### config.mk
export PLATFORM = sky130hd
export DESIGN_NAME = alu_pipe
export DESIGN_NICKNAME = d
export VERILOG_FILES = /design/src/rtl/alu_pipe.sv
export SDC_FILE = /design/constraint.sdc
export NUM_CORES = 1
export LEC_CHECK = 0
export CELL_PAD_IN_SITES_DETAIL_PLACEMENT = 0
export CELL_PAD_IN_SITES_GLOBAL_PLACEMENT = 1
export CORE_UTILIZATION = 40
export CTS_CLUSTER_DIAMETER = 150
export DETAILED_ROUTE_END_ITERATION = 8
export GPL_TIMING_DRIVEN = 0
export PLACE_DENSITY = 0.81
export SLEW_MARGIN = 0
export SYNTH_ARGS = -nofsm -noshare
export SYNTH_HDL_FRONTEND = slang
export SYNTH_SLANG_ARGS = --single-unit
export TNS_END_PERCENT = 50
### constraint.sdc
create_clock -name clk -period 5.2 [get_ports clk]
set_clock_uncertainty 0.2 [all_clocks]
set_input_delay 0.78 -clock clk [delete_from_list [all_inputs] [get_ports clk]]
set_output_delay 0.78 -clock clk [all_outputs]
set_load 0.02 [all_outputs]
### src/rtl/alu_pipe.sv
// alu_pipe: single-issue ALU with a valid/ready handshake on both sides.
// Most opcodes finish one cycle after they are accepted. The optional
// multiply takes WIDTH extra cycles and is built only when the macro
// ALU_PIPE_MUL_EN is defined. Without the macro, opcode 1101 is reported
// as an illegal opcode.
//
// Ports:
//   clk        clock; all state changes on the rising edge
//   rst_n      synchronous reset, active low
//   in_valid   an operand/opcode bundle is presented
//   in_ready   the block accepts the bundle in this cycle
//   operand1   first operand (WIDTH bits)
//   operand2   second operand, or the shift amount in its low SHW bits
//   opcode     operation select (4 bits)
//   out_valid  result, zero_flag and illegal_op are valid
//   out_ready  the consumer takes the result in this cycle
//   result     registered result (WIDTH bits)
//   zero_flag  high when result == 0
//   illegal_op high when the opcode is not supported
module alu_pipe #(
  parameter int WIDTH = 32,
  parameter int SHW   = $clog2(WIDTH)
) (
  input  logic             clk,
  input  logic             rst_n,
  input  logic             in_valid,
  output logic             in_ready,
  input  logic [WIDTH-1:0] operand1,
  input  logic [WIDTH-1:0] operand2,
  input  logic [3:0]       opcode,
  output logic             out_valid,
  input  logic             out_ready,
  output logic [WIDTH-1:0] result,
  output logic             zero_flag,
  output logic             illegal_op
);

`ifdef ALU_PIPE_MUL_EN
  typedef enum logic [1:0] {IDLE = 2'd0, BUSY = 2'd1, DONE = 2'd2} state_t;
  localparam int CW = $clog2(WIDTH);
`else
  typedef enum logic [1:0] {IDLE = 2'd0, DONE = 2'd2} state_t;
`endif

  state_t           state;
  logic             accept;
  logic [WIDTH-1:0] alu_res;
  logic             alu_ill;
  logic [SHW-1:0]   sh;

  assign out_valid = (state == DONE);
  assign in_ready  = (state == IDLE) | ((state == DONE) & out_ready);
  assign accept    = in_valid & in_ready;
  // Only the low bits of operand2 set the shift amount.
  assign sh        = operand2[SHW-1:0];

  // Single-cycle datapath. An illegal opcode produces 0, so zero_flag is 1.
  always_comb begin
    alu_res = '0;
    alu_ill = 1'b0;
    case (opcode)
      4'h0: alu_res = operand1 + operand2;
      4'h1: alu_res = operand1 - operand2;
      4'h2: alu_res = operand1 & operand2;
      4'h3: alu_res = operand1 | operand2;
      4'h4: alu_res = operand1 ^ operand2;
      4'h5: alu_res = ~operand1;
      4'h6: alu_res = operand1 << sh;
      4'h7: alu_res = operand1 >> sh;
      4'h8: alu_res = operand1 + 1'b1;
      4'h9: alu_res = operand1 - 1'b1;
      4'hA: alu_res = $signed(operand1) >>> sh;
      4'hB: alu_res = {{(WIDTH-1){1'b0}}, ($signed(operand1) < $signed(operand2))};
      4'hC: alu_res = {{(WIDTH-1){1'b0}}, (operand1 < operand2)};
`ifdef ALU_PIPE_MUL_EN
      4'hD: alu_res = '0;  // produced by the iterative multiplier
`endif
      default: alu_ill = 1'b1;
    endcase
  end

`ifdef ALU_PIPE_MUL_EN
  // Shift-add multiplier. Each BUSY cycle retires one multiplier bit, LSB first.
  logic [WIDTH-1:0] mcand;
  logic [WIDTH-1:0] mplier;
  logic [WIDTH-1:0] acc;
  logic [CW-1:0]    count;
  logic [WIDTH-1:0] acc_next;

  assign acc_next = mplier[0] ? (acc + mcand) : acc;
`endif

  always_ff @(posedge clk) begin
    if (!rst_n) begin
      state      <= IDLE;
      result     <= '0;
      zero_flag  <= 1'b0;
      illegal_op <= 1'b0;
`ifdef ALU_PIPE_MUL_EN
      mcand      <= '0;
      mplier     <= '0;
      acc        <= '0;
      count      <= '0;
`endif
    end else begin
      case (state)
        IDLE, DONE: begin
          if (accept) begin
`ifdef ALU_PIPE_MUL_EN
            if (opcode == 4'hD) begin
              state  <= BUSY;
              mcand  <= operand1;
              mplier <= operand2;
              acc    <= '0;
              count  <= '0;
            end else
`endif
            begin
              state      <= DONE;
              result     <= alu_res;
              zero_flag  <= (alu_res == '0);
              illegal_op <= alu_ill;
            end
          end else if (state == DONE && out_ready) begin
            state <= IDLE;
          end
        end
`ifdef ALU_PIPE_MUL_EN
        BUSY: begin
          acc    <= acc_next;
          mcand  <= mcand << 1;
          mplier <= mplier >> 1;
          count  <= count + 1'b1;
          // The last iteration writes the result directly, so out_valid
          // rises WIDTH+1 cycles after the accept.
          if (count == CW'(WIDTH - 1)) begin
            state      <= DONE;
            result     <= acc_next;
            zero_flag  <= (acc_next == '0);
            illegal_op <= 1'b0;
          end
        end
`endif
        default: state <= IDLE;
      endcase
    end
  end

endmodule

==> flow_summary.yaml <==
place:
  dpl_worst_slack_ns: -3.12
  dp.cells: 2297
  gp_congestion: 1.12
  placed_cell_area_mm2: 0.0144
  dpl.hpwl_mm: 62.6
  io_buffer_count: 106
route:
  finalWirelength_mm: 77.6
  drc: 0
  vias: 16799
  drt_iter0_markers: 2341
  detail_route.vias_per_cell: 7.15
  postRouteAntennaNets: 0
  dr.pass1.iters: 6
  wl_per_cell_um: 33.0
power_and_ir_drop:
  ir_drop_mv: 0.133
  power_density_mw_per_mm2: 159
  leakagePower_nw: 6.44
setup_path:
  max_stage_delay_ns: 1.16
  critPathBufInv: 2
  path_common_cell: "a221oi_1"
  path_cells: "clkdlybuf4s50_1, clkbuf_1, mux2i_1, a221oi_1, a21oi_1, a221oi_1, a2111oi_4, o2111a_1, nand4_1, and4bb_1, nand2_1, o21ai_1"
  r2r_slack_ns: 1.23
  crit_type: "in2reg"
  critical_path.top_delay_family: "compound AO/OA/AOI/OAI gates"
  cp-end-kind: "flop"
  worstPathArrival_ns: 5.33
  worstPathRequired_ns: 5.17
  start_kind: "input port"
  crit_path_top_delay_cell: "a221oi_1"
  cp_max_fo: 9
cells_and_area:
  regArea_um2: 701
  antenna_cells: 0
  syn2layout_area_growth_pct: 23.5
  stdcell_area_mm2: 0.0158
  drive_above_1_share_pct: 16.3
  nNetsFinal: 2152
  multi_input_area_mm2: 0.0118
  final_cells: 2351
  fillCellCount: 3182
floorplan:
  die_h_um: 181
  num_io_pins: 108
  coreArea_mm2: 0.0315
  die_w_um: 181
  dieArea_mm2: 0.0327
  start_util_pct: 40.6
  rows: 65
global_routing:
  grt_pass1_vias: 15477
  grt_remaining_overflow: 0
  grt_usage_pct: 45.8
  grt_max_degree: 29
  antenna_found_initial: 0
  grt_pass1_wl_mm: 110
timing:
  hold_violations: 0
  setup_ws_ns: -0.161
  timing.fmax_ghz: 0.187
  rsz0062_at_grt: "yes"
  max_slew.worst_pin.slew_ns: 1.55
  finalMaxSlewViolations: 11
  relSlewSlack_pct: -4.23
  hold_slack_ns: 0.258
  period_needed_ns: 5.36
  finalCritPeriodShare_pct: 103
  setup_viol: 2
synthesis:
  yosys-top-cells-area: "ha_1 13%, mux2i_1 5.7%, dfxtp_1 5.5%, nand2_1 4.8%, mux4_2 4.6%"
  yosysTopAreaCell: "ha_1"
  yosysWarnings: 0
  yosysUniqueCellTypes: 96
  synth_edf_count: 0
  synth_top_area_share_pct: 12.6
  ys_seq_area_share_pct: 5.48
  avgSynthCellArea_um2: 7.15
  synthCells: 1788
  syn_nets: 1991
  yosys.cell_count.top_type: "nand2_1"
  syn-cell-area_mm2: 0.0128
  synthFlopType: "dfxtp_1"
  synthArstFlopShare_pct: 0
  ys_ff_latch: 35
  synthTopCellsByCount: "163 x nand2_1, 152 x nor2_1, 129 x ha_1"
run_status:
  violations: "capacitance limit, slew limit, setup timing"
  status: "finished, violations left"
clocking:
  holdBufCountCts: 0
  clkTransAtPathRegs_ns: 0.05
  htreeDepth: 2
  cts_tree: "yes"
  cts.sinks: 35
  clock-root-buffer: "clkbuf_16"
  clock_latency_ns: 0.28
  cts_buffers: 5
  clockBufferDepth: 2
flow_run:
  max_cap_violations: 2
min_path:
  min_path_type: "reg2reg"
path summary, 6_finish.rpt:
path | startpoint | end | depth (start not counted)
worst max-delay path | operand1[29] | zero_flag | 12
worst min-delay path | zero_flag | zero_flag | 2
worst max register to register | state[1] | zero_flag | 12
worst min register to register | zero_flag | zero_flag | 2
per-stage QoR:
stage	TNS [ns]	total power, W	util [%]
2_1_floorplan	-0.00471	0.00131	-
3_3_place_gp	-59.67	0.00194	45.8
3_5_place_dp	-58.37	0.00194	45.9
4_1_cts	-0.126	0.00236	49.1
5_1_grt	-0.368	0.00258	50.2
6_report	-0.230	0.00251	50.2
cell usage in the layout (no fill, tap or decap), drive strengths merged, types with 38 or more instances in the layout:
master	n
a21oi	95
buf	118
clkbuf	82
clkdlybuf4s50	83
ha	129
inv	92
mux2i	73
nand2	163
nand3	38
nor2	152
nor3	54
o21ai	120
xnor2	52
repair_timing:
item / CTS / global route
pin swaps: 56 / 49
endpoints found under the setup margin: 33 / 9
cloned: 0 / 1
setup buffers: 47 / 21
gates resized for setup: 218 / 56
where the power goes:
group          internal (W)  switching (W)
logic              0.000690        0.00121
registers          0.000292      0.0000126
clock network      0.000187       0.000117
total               0.00117        0.00134
state kept, by name (all words and copies together) (netlist names):
| name | count |
|---|---|
| illegal_op | 1 |
| zero_flag | 1 |
| result | 32 |
| state | 1 |
worst reg2reg max path: cells and delay by family, from the launching register on:
family                 cells  cell delay (ns)
flip-flops                 1             0.32
AO/OA/AOI/OAI              5             1.58
buffers and inverters      1             0.68
AND/OR/NAND/NOR            6             1.11
kinds of logic after synthesis:
family	Yosys count	share of synthesized area, %
AND/OR/NAND/NOR	621	24.5
AO/OA/AOI/OAI	578	32.2
buffers and inverters	229	7.45
adder cells (fa/ha/maj)	131	12.9
multiplexers	129	13.0
XOR/XNOR	65	4.45
flip-flops	35	5.48
layout make-up:
| type | instances | share of cell area, % |
|---|---|---|
| flip-flops and latches | 35 | 4.44 |
| inverters | 92 | 2.31 |
| well taps | 402 | 3.19 |
| repair buffers | 175 | 10.1 |
| clock buffers | 6 | 0.880 |
| multi-input cells | 1524 | 74.6 |
| plain buffers | 116 | 4.47 |
| clock inverters | 1 | 0.0317 |
per-layer routing:
| layer | track usage [%] | vias to the layer above | part of all wire, % |
|---|---|---|---|
| met5 | 2.81 | - | 0.17 |
| met4 | 21.7 | 2 | 5.9 |
| met3 | 12.0 | 248 | 13 |
| met2 | 66.4 | 1286 | 40 |
| met1 | 62.3 | 8172 | 41 |
| li1 | - | 7091 | - |
Power figures use the tool's default switching activity.
